`src/rtl/uart_rx_sampler.sv`:
```
// 16x-oversampling 8N1 UART receiver with a first-word-fall-through byte FIFO.
// Bytes with a bad stop bit are dropped and reported through frame_err.
module uart_rx_sampler #(
    parameter int DEPTH = 4
) (
    input  logic       reset,
    input  logic       clk16,
    input  logic       rx_in,
    input  logic       rd_en,
    output logic [7:0] rx_data,
    output logic       rx_valid,
    output logic       rx_done,
    output logic       frame_err,
    output logic       overrun,
    output logic [2:0] fifo_count
);

    localparam int         AW         = (DEPTH > 1) ? $clog2(DEPTH) : 1;
    localparam logic [2:0] FULL_COUNT = 3'(DEPTH);

    typedef enum logic [2:0] {
        IDLE,
        START,
        DATA,
        STOP,
        WAIT_HIGH
    } state_t;

    state_t     state_q, state_d;
    logic [3:0] cnt_q, cnt_d;
    logic [2:0] idx_q, idx_d;
    logic [7:0] shift_q, shift_d;
    logic       sync1_q, sync2_q;
    logic       rx_s;
    logic       push_req;
    logic       ferr_req;

    logic [7:0]    mem_q [DEPTH];
    logic [AW-1:0] wr_ptr_q, rd_ptr_q;
    logic [2:0]    count_q;
    logic          done_q, ferr_q, overrun_q;
    logic          full, do_pop, do_push, new_overrun;

    // Synchronizer flops reset high so an idle line never looks like a start bit.
    always_ff @(posedge clk16 or negedge reset) begin
        if (!reset) begin
            sync1_q <= 1'b1;
            sync2_q <= 1'b1;
        end else begin
            sync1_q <= rx_in;
            sync2_q <= sync1_q;
        end
    end

    assign rx_s = sync2_q;

    always_ff @(posedge clk16 or negedge reset) begin
        if (!reset) begin
            state_q <= IDLE;
            cnt_q   <= '0;
            idx_q   <= '0;
            shift_q <= '0;
        end else begin
            state_q <= state_d;
            cnt_q   <= cnt_d;
            idx_q   <= idx_d;
            shift_q <= shift_d;
        end
    end

    // cnt wraps 15 -> 0 inside DATA, giving one sample every 16 ticks.
    always_comb begin
        state_d  = state_q;
        cnt_d    = cnt_q;
        idx_d    = idx_q;
        shift_d  = shift_q;
        push_req = 1'b0;
        ferr_req = 1'b0;
        case (state_q)
            IDLE: begin
                if (!rx_s) begin
                    state_d = START;
                    cnt_d   = '0;
                end
            end
            START: begin
                if (cnt_q == 4'd7) begin
                    cnt_d = '0;
                    if (rx_s) begin
                        state_d = IDLE;
                    end else begin
                        state_d = DATA;
                        idx_d   = '0;
                    end
                end else begin
                    cnt_d = cnt_q + 4'd1;
                end
            end
            DATA: begin
                cnt_d = cnt_q + 4'd1;
                if (cnt_q == 4'd15) begin
                    shift_d[idx_q] = rx_s;
                    idx_d          = idx_q + 3'd1;
                    if (idx_q == 3'd7) begin
                        state_d = STOP;
                        cnt_d   = '0;
                    end
                end
            end
            STOP: begin
                cnt_d = cnt_q + 4'd1;
                if (cnt_q == 4'd15) begin
                    cnt_d = '0;
                    if (rx_s) begin
                        push_req = 1'b1;
                        state_d  = IDLE;
                    end else begin
                        ferr_req = 1'b1;
                        state_d  = WAIT_HIGH;
                    end
                end
            end
            WAIT_HIGH: begin
                if (rx_s) begin
                    state_d = IDLE;
                end
            end
            default: begin
                state_d = IDLE;
                cnt_d   = '0;
            end
        endcase
    end

    // A pop in the same cycle frees the slot, so a full FIFO can still accept.
    assign full        = (count_q == FULL_COUNT);
    assign do_pop      = rd_en && (count_q != 3'd0);
    assign do_push     = push_req && (!full || do_pop);
    assign new_overrun = push_req && full && !do_pop;

    always_ff @(posedge clk16 or negedge reset) begin
        if (!reset) begin
            for (int i = 0; i < DEPTH; i++) begin
                mem_q[i] <= '0;
            end
            wr_ptr_q  <= '0;
            rd_ptr_q  <= '0;
            count_q   <= '0;
            done_q    <= 1'b0;
            ferr_q    <= 1'b0;
            overrun_q <= 1'b0;
        end else begin
            if (do_push) begin
                mem_q[wr_ptr_q] <= shift_q;
                wr_ptr_q        <= wr_ptr_q + 1'b1;
            end
            if (do_pop) begin
                rd_ptr_q <= rd_ptr_q + 1'b1;
            end
            if (do_push && !do_pop) begin
                count_q <= count_q + 3'd1;
            end else if (do_pop && !do_push) begin
                count_q <= count_q - 3'd1;
            end
            done_q <= do_push;
            ferr_q <= ferr_req;
            if (new_overrun) begin
                overrun_q <= 1'b1;
            end else if (rd_en) begin
                overrun_q <= 1'b0;
            end
        end
    end

    assign rx_data    = mem_q[rd_ptr_q];
    assign rx_valid   = (count_q != 3'd0);
    assign rx_done    = done_q;
    assign frame_err  = ferr_q;
    assign overrun    = overrun_q;
    assign fifo_count = count_q;

endmodule

```
`config.mk`:
```
export PLATFORM = sky130hd
export DESIGN_NAME = uart_rx_sampler
export DESIGN_NICKNAME = d
export VERILOG_FILES = /design/src/rtl/uart_rx_sampler.sv
export SDC_FILE = /design/constraint.sdc
export NUM_CORES = 1
export LEC_CHECK = 0
export BUFFER_PORTS_ARGS = -buffer_cell sky130_fd_sc_hd__buf_2
export CAP_MARGIN = 20
export CORE_MARGIN = 2
export CORE_UTILIZATION = 60
export CTS_CLUSTER_DIAMETER = 100
export CTS_CLUSTER_SIZE = 10
export DETAILED_ROUTE_END_ITERATION = 8
export HOLD_SLACK_MARGIN = 0.06
export PLACE_DENSITY_LB_ADDON = 0.1
export SLEW_MARGIN = 20
export SYNTH_ARGS = -nofsm -noshare
export SYNTH_HDL_FRONTEND = slang
export SYNTH_SLANG_ARGS = --single-unit
```
`constraint.sdc`:
```
create_clock -name clk16 -period 4.7 [get_ports clk16]
set_input_delay 0.47 -clock clk16 [delete_from_list [all_inputs] [get_ports clk16]]
set_output_delay 0.47 -clock clk16 [all_outputs]
set_load 0.1 [all_outputs]
```
==> results of run 1 <==
==> kinds of logic after synthesis <==
kind of cell	Yosys count
AOI/OAI and AO/OA	22
adders and majority gates	9
DFF	62
muxes	49
xor gates and xnor gates	7
buffers and inverters	16
and+or+nand+nor	44
==> routing by layer <==
metal | GRT usage, % | up-vias | share of wire [%]
met1 | 28.8 | 887 | 43
met3 | 3.87 | 14 | 2.6
met4 | 14.6 | 0 | 3.9
met5 | 0 | - | 0
met2 | 36.6 | 43 | 50
li1 | - | 808 | -
==> synthesized netlist by cell type, types with 3 or more instances <==
cell type  count
mux4_2         8
dfrtp_1       60
nor2_1         9
nor4b_1        4
inv_1          7
a21oi_1        3
xnor2_1        5
nand4b_1       4
nand2_2        4
clkbuf_1       7
mux2_2        39
ha_1           8
o21ai_0        7
nor3_1         3
nand2_1        6
nand3_1        3
==> state kept, by name, summed over array words and instances, names as in the netlist <==
register,flops
cnt_q,4
fifo_count,3
frame_err,1
idx_q,3
mem_q,32
overrun,1
rd_ptr_q,2
rx_done,1
rx_s,1
shift_q,8
state_q,3
sync1_q,1
wr_ptr_q,2
==> cell usage in the layout (no fill, tap or decap), types with 2 or more instances in the layout <==
cell type  instances
dfrtp_1           60
mux2_2            39
buf_2             18
clkbuf_8          10
nor2_1             9
mux4_2             8
ha_1               8
inv_1              7
o21ai_0            7
nand2_1            6
xnor2_1            5
nor4b_1            4
nand4b_1           4
nand2_2            4
clkbuf_1           4
nand3_1            3
nor3_1             3
a21oi_1            3
or2_2              2
nand2b_1           2
nand4_1            2
mux2_1             2
xor2_1             2
o2111ai_1          2
o41ai_1            2
a22o_1             2
dfstp_2            2
==> through the flow <==
step / total power [mW] / instances / utilization [%] / hold slack [ns]
finish: 1.51 / 288 / 68.2 / 0.232
global route: 1.59 / 288 / 68.2 / 0.221
CTS: 1.53 / 288 / 68.2 / 0.223
detailed placement: 1.08 / 273 / 64.2 / 0.353
global placement: 1.06 / 273 / 64.2 / 0.348
floorplan: 0.993 / 209 / - / 0.174
==> cell type report <==
class                      instances  area share, %
clock buffer                      14           4.81
tap                               54           2.13
sequential                        62           48.9
clock inverter                     1          0.945
timing repair buffer              19           3.07
inverter                           7          0.827
multi-input combinational        131           39.3
==> worst paths after layout <==
| path | end | cells after the start |
|---|---|---|
| setup / recovery | fifo_count[2] | 9 |
| hold / removal | sync1_q | 1 |
| setup reg to reg | fifo_count[2] | 9 |
| hold reg to reg | rx_s | 0 |
| max in group asynchronous | mem_q[1] | 2 |
| min in group asynchronous | mem_q[14] | 2 |
==> worst reg2reg max path, stage by stage, from the launching register on <==
cell	delay, ns
dfrtp_1	0.41
ha_1	0.30
nand4b_1	0.27
nor4b_4	0.62
ha_1	0.28
inv_1	0.06
fa_1	0.37
xor2_1	0.15
nor2_1	0.11
xor2_1	0.16
==> power by group through the flow <==
stage          sequential, mW  clock (mW)  combinational (mW)
2_1_floorplan           0.733           0               0.260
3_3_place_gp            0.704           0               0.354
3_5_place_dp            0.713           0               0.368
4_1_cts                 0.704       0.454               0.368
5_1_grt                 0.721       0.476               0.396
6_report                0.703       0.446               0.366
==> impl_results.md, run 1 <==
- Critical-path cell list: ha_1 -> nand4b_1 -> nor4b_4 -> ha_1 -> inv_1 -> fa_1 -> xor2_1 -> nor2_1 -> xor2_1
- H-tree levels: 3
- Netlist cell types: 39
- Detail-routed via count per cell: ~6.1
- Synth top area share: 52.4%
- Yosys warning count: 0
- Endpoints failing hold: 0
- Post-CTS Resized: 0
- Core area: about 4700 um^2
- Synth Area in Simple Gates: around 9.6%
- GRT overflow: 0
- P_sw: 541 uW
- Largest family of logic cells by synthesized area: multiplexers
- Tmin final: around 2.8 ns
- Part of the power in combinational logic: about 24%
- Synth Net Count: 222
- Reg area: approximately 1600 um^2
- Sw Share: between 30 and 40%
- Worst Path Max Fanout: 9
- Kind of cell adding the most delay to the critical path: simple AND/OR/NAND/NOR gates
- Routed Antenna Nets: 0
- Seq pwr share: between 40% and 50%
- Main flop type after synthesis: dfrtp_1
- Final Max Tran Viols: 0
- Aggregate routed wire length: 5.26 mm
- Number of enable flip-flop cells after synthesis: 0
- Max Freq: around 360 MHz
- Slew HR: 49.6%
- Syn avg cell area: ~14 um^2
- Worst-Skew Late Latency: 0.33 ns
- Synth Area in Compound Gates: 5.24%
- Number of remaining DRC errors: 0
- Nets: 243
- Synth-to-Final Area Change: 10.8%
- Ports: 19
- Slowest Stage Delay on Critical Path: 0.62 ns
- HP Start: rx_in
- Status: completed
- First-pass GRT wire length: between 9 and 10 mm
- DR vias: ~1.8k
- Tot GR Track Use: between 20% and 30%
- Async SR Flop Fraction: between 90% and 100%
- Setup WS pre-CTS: roughly 1.9 ns
- Xor/xnor share of the synthesized area: under 10%
- Crit Path Category: reg2reg
- Starting density of the core: 61.5%
- Row cnt: 25
- Synth Register Bits: 62
- R2R Path Start: cnt_q[0]
- Gpl congestion: around 0.96
- Clock buffer count from CTS: 9
- Worst-path clk slew: roughly 0.070 ns
- Final period util: a little under 60%
- Post-layout instance area: about 3200 um^2
- Setup repair bufs after CTS: 0
- TritonRoute pass-1 iters: 4
- Hpwl dp: 3.49 mm
- Max-cap violations: 0
- Cell accounting for the most synthesized area: dfrtp_1
- Pin count of the biggest net entering global routing: 63
- Drt initial violations: 129
- Layout cells sized above 1: between 30% and 40%
- Clk network pwr share: between 20% and 30%
- Synth top area cells: dfrtp_1, mux2_2, mux4_2
- PnR worst setup slack: 1.90 ns
- Worst slew pin tran: around 0.76 ns
- Mapped cell area: 2870 um^2
- Cell Area, Placed: ~3000 um^2
- CTS sink cnt: 62
- Worst setup SP type: flip-flop
- Max clock buf depth: 2
- CP required: approximately 5.0 ns
- Die Y: about 73 um
- Setup Skew: 0.00633 ns
- Leakage: 1.53 nW
- Setup-failing EPs final: 0
- WP data arrival: ~3.1 ns
- Post-Synth Adder-Cell Area: under 10%
- Root Buffer: clkbuf_8
- Buf/Inv on CP: 1
- Mapped Cells: about 210
- Crit path launch: cnt_q[0]
- CP Capture Type: flip-flop
- Wire length per cell: 18.3 um
- Sequential fraction of the synthesis area: approximately 54%
- Setup TNS: 0 ns
- Worst VDD drop: roughly 0.69 mV
- Die area: between 5000 and 6000 um^2
- Port Buffer Count: 18
- Pwr dens: between 400 and 500 nW/um^2
- Multiplexer area fraction after synthesis: between 20% and 30%
- Hold Crit Class: in2reg
- Die Wd: between 70 and 80 um
- Vias in the first global route: 1871
- Hold Buf Count CTS: 0
- R2R Setup Slk: 1.90 ns
- Ant. Diodes: 0
- Int Power: 973 uW
- Initial antenna violation count: 0
- CP max-delay cell: nor4b_4
- Filler cell count: around 350
- CTS tree: yes
- Unrepaired setup endpoints after global routing: no
- Area occupied by multi-input gates: 1250 um^2
Power figures use the tool's default switching activity.
==> run 2: changes to the inputs <==
CORE_UTILIZATION = 54   (was 60)
clock period = 2.4 ns   (was 4.7 ns; I/O delays follow)
==> run 2 against run 1 <==
Utilization decreased by 3.4 points. Setup slack lost 1.7 ns. Highest routed layer unchanged. Final cell count grew 9.0%. Largest cell class unchanged. Register-to-register slack got worse by 1.7 ns. Routed wire length is 1.8% higher. First-iteration DRC count fell by 53%. Via count grew 1.9%. Cell area up 4.2%. Die area is 10% higher. Sequential power up 98%. Non-clock buffer count rose by 9.
==> impl_results.md, run 2 (same netlist as run 1, synthesis figures left out) <==
- Initial antenna violation count: 0
- GRT overflow: 0
- Commonest non-fill, non-tap cell in the layout: dfrtp_1
- P_sw: roughly 1.1 mW
- Number of remaining DRC errors: 0
- CTS sink cnt: 62
- Unrepaired setup endpoints after global routing: no
- Core Util, Final: 64.8%
- CP required: between 2 and 3 ns
- WP data arrival: 2.47 ns
- Detail-routed via count per cell: approximately 5.7
- Worst slew pin tran: between 0.6 and 0.7 ns
- Final Max Tran Viols: 0
- Starting density of the core: between 50% and 60%
- Tmin final: ~2.2 ns
- Leakage: 1.57 nW
- Tot GR Track Use: between 20% and 30%
- Nets: between 200 and 300
- Most frequent cells in the layout: dfrtp_1, mux2_2, buf_2
- Part of the power in combinational logic: 25.3%
- Max-cap violations: 0
- Setup repair bufs after CTS: 0
- Row cnt: 26
- Final period util: between 90 and 100%
- Vias in the first global route: between 1.5k and 2k
- Worst Path Max Fanout: 7
- Wire length per cell: 17.1 um
- Worst setup SP type: flip-flop
- Synth-to-Final Area Change: 15.5%
- Power Total: between 3 and 4 mW
- Sw Share: around a third
- Max clock buf depth: 2
- Pin count of the biggest net entering global routing: 32
- Core area: around 5000 um^2
- Seq pwr share: around 46%
- Int Power: 1.97 mW
- PnR worst setup slack: around 0.18 ns
- Filler cell count: 414
- CP Capture Type: flip-flop
- Hold Crit Class: in2reg
- Max Freq: 450 MHz
- Gpl congestion: about 0.87
- Max FFs per register: 32
- Setup Skew: 0.00690 ns
- Clk network pwr share: roughly 29%
- Crit Path Category: reg2reg
- Drt initial violations: 60
- Setup-failing EPs final: 0
- Ant. Diodes: 0
- Layout cells sized above 1: a little over two fifths
- Top flop regs: mem_q x32, shift_q x8, cnt_q x4
- Clock buffer count from CTS: 9
- DR vias: 1785
- Reg with most FFs: mem_q
- Aggregate routed wire length: ~5.4 mm
- H-tree levels: 3
- TritonRoute pass-1 iters: 5
- Root Buffer: clkbuf_8
- Worst-path clk slew: roughly 0.06 ns
- Worst-Skew Late Latency: between 0.3 and 0.4 ns
- Setup WS pre-CTS: around 0.098 ns
- CTS tree: yes
- Status: completed
- Routed Antenna Nets: 0
- Die area: just under 6000 um^2
- Worst VDD drop: 0.878 mV
- Pwr dens: about 920 nW/um^2
- Port Buffer Count: 18
- Endpoints failing hold: 0
- First-pass GRT wire length: 9.05 mm
- Hpwl dp: ~3.7 mm
- Die Wd: between 70 and 80 um
- Ports: 19
- Slew HR: between 50% and 60%
- Die Y: about 77 um
==> run 2: cell types whose count changed in the layout (fill, tap and decap cells not counted), moves of 2 or more <==
cell,before,now
ha_1,8,6
dlygate4sd3_1,0,2
dfrtp_1,60,55
buf_4,1,8
dfrtp_2,0,2
dfrtp_4,0,3
==> run 2: power groups by stage <==
| stage | clock network, mW | logic, mW | registers [mW] |
|---|---|---|---|
| 6_report | 0.883 | 0.771 | 1.39 |
| 4_1_cts | 0.910 | 0.778 | 1.39 |
| 3_3_place_gp | 0 | 0.744 | 1.40 |
| 5_1_grt | 0.969 | 0.833 | 1.42 |
| 2_1_floorplan | 0 | 0.528 | 1.47 |
| 3_5_place_dp | 0 | 0.773 | 1.41 |
==> run 2: cell type report <==
class	count	area, um^2	share of cell area [%]
Timing Repair Buffer	28	170	5.14
Clock inverter	1	30.0	0.907
Multi-Input combinational cell	131	1270	38.4
Tap cell	70	87.6	2.65
Sequential cell	62	1570	47.4
Clock buffer	15	156	4.73
Inverter	7	26.3	0.794
==> run 2: worst max-delay path, cell delays in order, from the launching register on <==
cell      delay, ns
dfrtp_2        0.42
ha_4           0.18
nand4b_1       0.18
nor4b_4        0.30
ha_2           0.25
inv_2          0.04
fa_2           0.32
xor2_1         0.14
nor2_1         0.13
xor2_1         0.17
==> run 2: final timing paths <==
kind	start	to	slack (ns)	cells after the start
max	cnt_q[0]	fifo_count[2]	0.18	9
min	rd_en	overrun	0.15	2
max reg2reg	cnt_q[0]	fifo_count[2]	0.18	9
min reg2reg	sync1_q	rx_s	0.36	0
max in group asynchronous	reset	mem_q[8]	1.21	3
min in group asynchronous	reset	mem_q[27]	0.49	2
==> run 2: metal layers <==
metal  vias up  track usage (%)  share of wire [%]
met4         0             7.82               0.80
met2        36             33.7                 52
li1        833                -                  -
met3         7             6.35                3.8
met1       909             24.8                 44
met5         -                0                  0
==> run 2: per-stage QoR <==
step	TNS, ns	instances	instance area, um^2	hold WS [ns]
after floorplan	-0.134	209	2900	-0.0556
after global placement	0	296	3100	0.313
after detailed placement	0	296	3100	0.324
after CTS	0	314	3310	0.133
after global routing	0	314	3310	0.165
final	0	314	3310	0.150
==> run 2: timing repair <==
| action | 4_1_cts | 5_1_grt |
|---|---|---|
| endpoints found under the setup margin | 0 | 1 |
| hold buffers | 2 | 0 |
| hold endpoints to repair | 28 | 0 |
| gates resized for setup | 0 | 2 |
==> run 3: changes to the inputs <==
--- a/constraint.sdc
+++ b/constraint.sdc
@@ -3,2 +3,2 @@
 set_output_delay 0.24 -clock clk16 [all_outputs]
-set_load 0.1 [all_outputs]
+set_load 0.01 [all_outputs]
==> run 3 against run 2 <==
Critical path depth is the same. Final cell count shrank 0.32%. First-iteration DRC count grew 110%. Clock power grew 9.3%. Cell area grew 0.60%. Sequential power is essentially flat. Via count shrank 2.3%. Fmax shrank 0.50%. Utilization grew 0.39 points. Count of clock-buffer cells in the layout shrank 1. Global-route usage shrank 0.26 points. Non-clock buffer count shrank 1. Critical path type unchanged.
==> impl_results.md, run 3 (same netlist as run 1, synthesis figures left out) <==
- HP Start: rd_en
- Crit Path Category: reg2reg
- Die area: between 5000 and 6000 um^2
- Die Wd: a little under 80 um
- CTS sink cnt: 62
- Gpl congestion: about 0.79
- Clk network pwr share: 33.5%
- Pwr dens: around 860 nW/um^2
- Layout cells sized above 1: a little over two fifths
- WP data arrival: 2.47 ns
- Sw Share: between 20 and 30%
- R2R Setup Slk: roughly 0.17 ns
- DR vias: roughly 1.7k
- Final period util: between 90 and 100%
- Reg with most FFs: mem_q
- Critical-path cell list: ha_4 -> nand4b_1 -> nor4b_4 -> ha_2 -> inv_2 -> fa_2 -> xor2_1 -> nor2_1 -> xor2_1
- Top flop regs: mem_q x32, shift_q x8, cnt_q x4
- Slowest Stage Delay on Critical Path: between 0.4 and 0.5 ns
- Hold Crit Class: in2reg
- Clock buffer count from CTS: 9
- Max Freq: between 400 and 500 MHz
- Core area: 5110 um^2
- Filler cell count: 400
- Ant. Diodes: 0
- Worst slew pin tran: 0.656 ns
- Reg2reg path depth: 9
- Seq pwr share: approximately 48%
- Worst-path clk slew: 0.07 ns
- CP required: around 2.6 ns
- Max-cap violations: 0
- Synth-to-Final Area Change: 16.2%
- Vias in the first global route: 1824
- Buf/Inv on CP: 1
- Part of the power in combinational logic: 19.0%
- Detail-routed via count per cell: roughly 5.6
- P_sw: around 840 uW
- Crit path launch: cnt_q[0]
- Tmin final: 2.23 ns
- Commonest non-fill, non-tap cell in the layout: dfrtp_1
- Worst VDD drop: around 0.62 mV
- Setup WS pre-CTS: about 0.17 ns
- Setup Skew: approximately 0.0082 ns
- Setup-failing EPs final: 0
- GRT overflow: 0
- Most frequent cells in the layout: dfrtp_1, mux2_2, buf_2
- Status: completed
- Ports: 19
- CP dominant cell by count: xor2_1
- Tot GR Track Use: roughly 20%
- Max FFs per register: 32
- Initial antenna violation count: 0
- Worst Path Max Fanout: 7
- Starting density of the core: around 56%
- Leakage: 1.59 nW
- Endpoints failing hold: 0
- Nets: roughly 250
- Area occupied by multi-input gates: approximately 1300 um^2
- Port Buffer Count: 18
- Worst-Skew Late Latency: around 0.32 ns
- Root Buffer: clkbuf_8
- Hold-critical path depth: 2
- CP max-delay cell: dfrtp_1
- Drt initial violations: 128
- Hold path endpoint: overrun
- Final Max Tran Viols: 0
- Number of remaining DRC errors: 0
- CTS tree: yes
- Slew HR: 56.3%
- Reg area: 1550 um^2
- PnR worst setup slack: approximately 0.17 ns
- Pin count of the biggest net entering global routing: 38
- Hpwl dp: approximately 3.7 mm
- Hold Buf Count CTS: 2
- Worst setup SP type: flip-flop
- TritonRoute pass-1 iters: 4
- Max clock buf depth: 2
- Row cnt: 26
- R2R Path Start: cnt_q[0]
- Setup repair bufs after CTS: 0
- Unrepaired setup endpoints after global routing: no
- Routed Antenna Nets: 0
- Hold_ws: 0.182 ns
- CP Capture Type: flip-flop
- Post-CTS Resized: 0
- H-tree levels: 3
- Die Y: approximately 77 um
- First-pass GRT wire length: 9.04 mm
- Kind of cell adding the most delay to the critical path: adder cells
- Int Power: just over 2 mW
- Wire length per cell: between 15 and 20 um
- Aggregate routed wire length: approximately 5.3 mm
- R2r endpoint: fifo_count[2]
[run 3: cell types whose count changed in the layout (fill, tap and decap cells not counted), sizes merged]
cell and change:
buf -1, clkbuf -1, clkinvlp +1
[run 3: worst register-to-register path, delay by kind of cell (launching register included)]
family	cells	cell delay, ns
flops	1	0.44
fa+ha+maj	3	0.78
buf+inv	1	0.04
simple gates	3	0.60
xor+xnor	2	0.31
[run 3: power groups by stage]
| stage | logic (mW) | clock network [mW] | registers (mW) |
|---|---|---|---|
| 2_1_floorplan | 0.475 | 0 | 1.27 |
| 3_3_place_gp | 0.527 | 0 | 1.37 |
| 3_5_place_dp | 0.548 | 0 | 1.39 |
| 4_1_cts | 0.552 | 0.985 | 1.37 |
| 5_1_grt | 0.611 | 1.04 | 1.39 |
| 6_report | 0.547 | 0.965 | 1.37 |
[run 3: metal layers]
| metal | global-route usage [%] | wire, um | up-vias |
|---|---|---|---|
| met5 | 0 | 0 | - |
| met4 | 7.09 | 41 | 0 |
| met3 | 3.18 | 145 | 4 |
| met2 | 34.2 | 2740 | 31 |
| met1 | 26.1 | 2400 | 884 |
| li1 | - | - | 825 |
[run 3: worst max-delay path by stage]
stage,to,slack (ns),cells past startpoint
detailed placement,fifo_count[2],0.17,9
floorplan,fifo_count[2],-0.04,9
global placement,fifo_count[2],0.23,9
finish,fifo_count[2],0.17,9
global route,fifo_count[2],0.03,9
CTS,fifo_count[2],0.15,9
[run 3: area by class of cell]
| class | count | share of cell area, % |
|---|---|---|
| tap | 70 | 2.63 |
| timing repair buffer | 27 | 5.26 |
| clock inverter | 2 | 1.13 |
| clock buffer | 14 | 5.49 |
| multi-input combinational | 131 | 38.0 |
| sequential | 62 | 46.7 |
| inverter | 7 | 0.789 |
[run 3: stage by stage]
stage	instances	cell area (um^2)	power [mW]	setup TNS [ns]	util, %
final	313	3330	2.88	0	65.2
after global routing	313	3330	3.05	0	65.2
after CTS	313	3330	2.91	0	65.2
after detailed placement	295	3090	1.94	0	60.5
after global placement	295	3090	1.90	0	60.5
after floorplan	209	2880	1.74	-0.0448	-
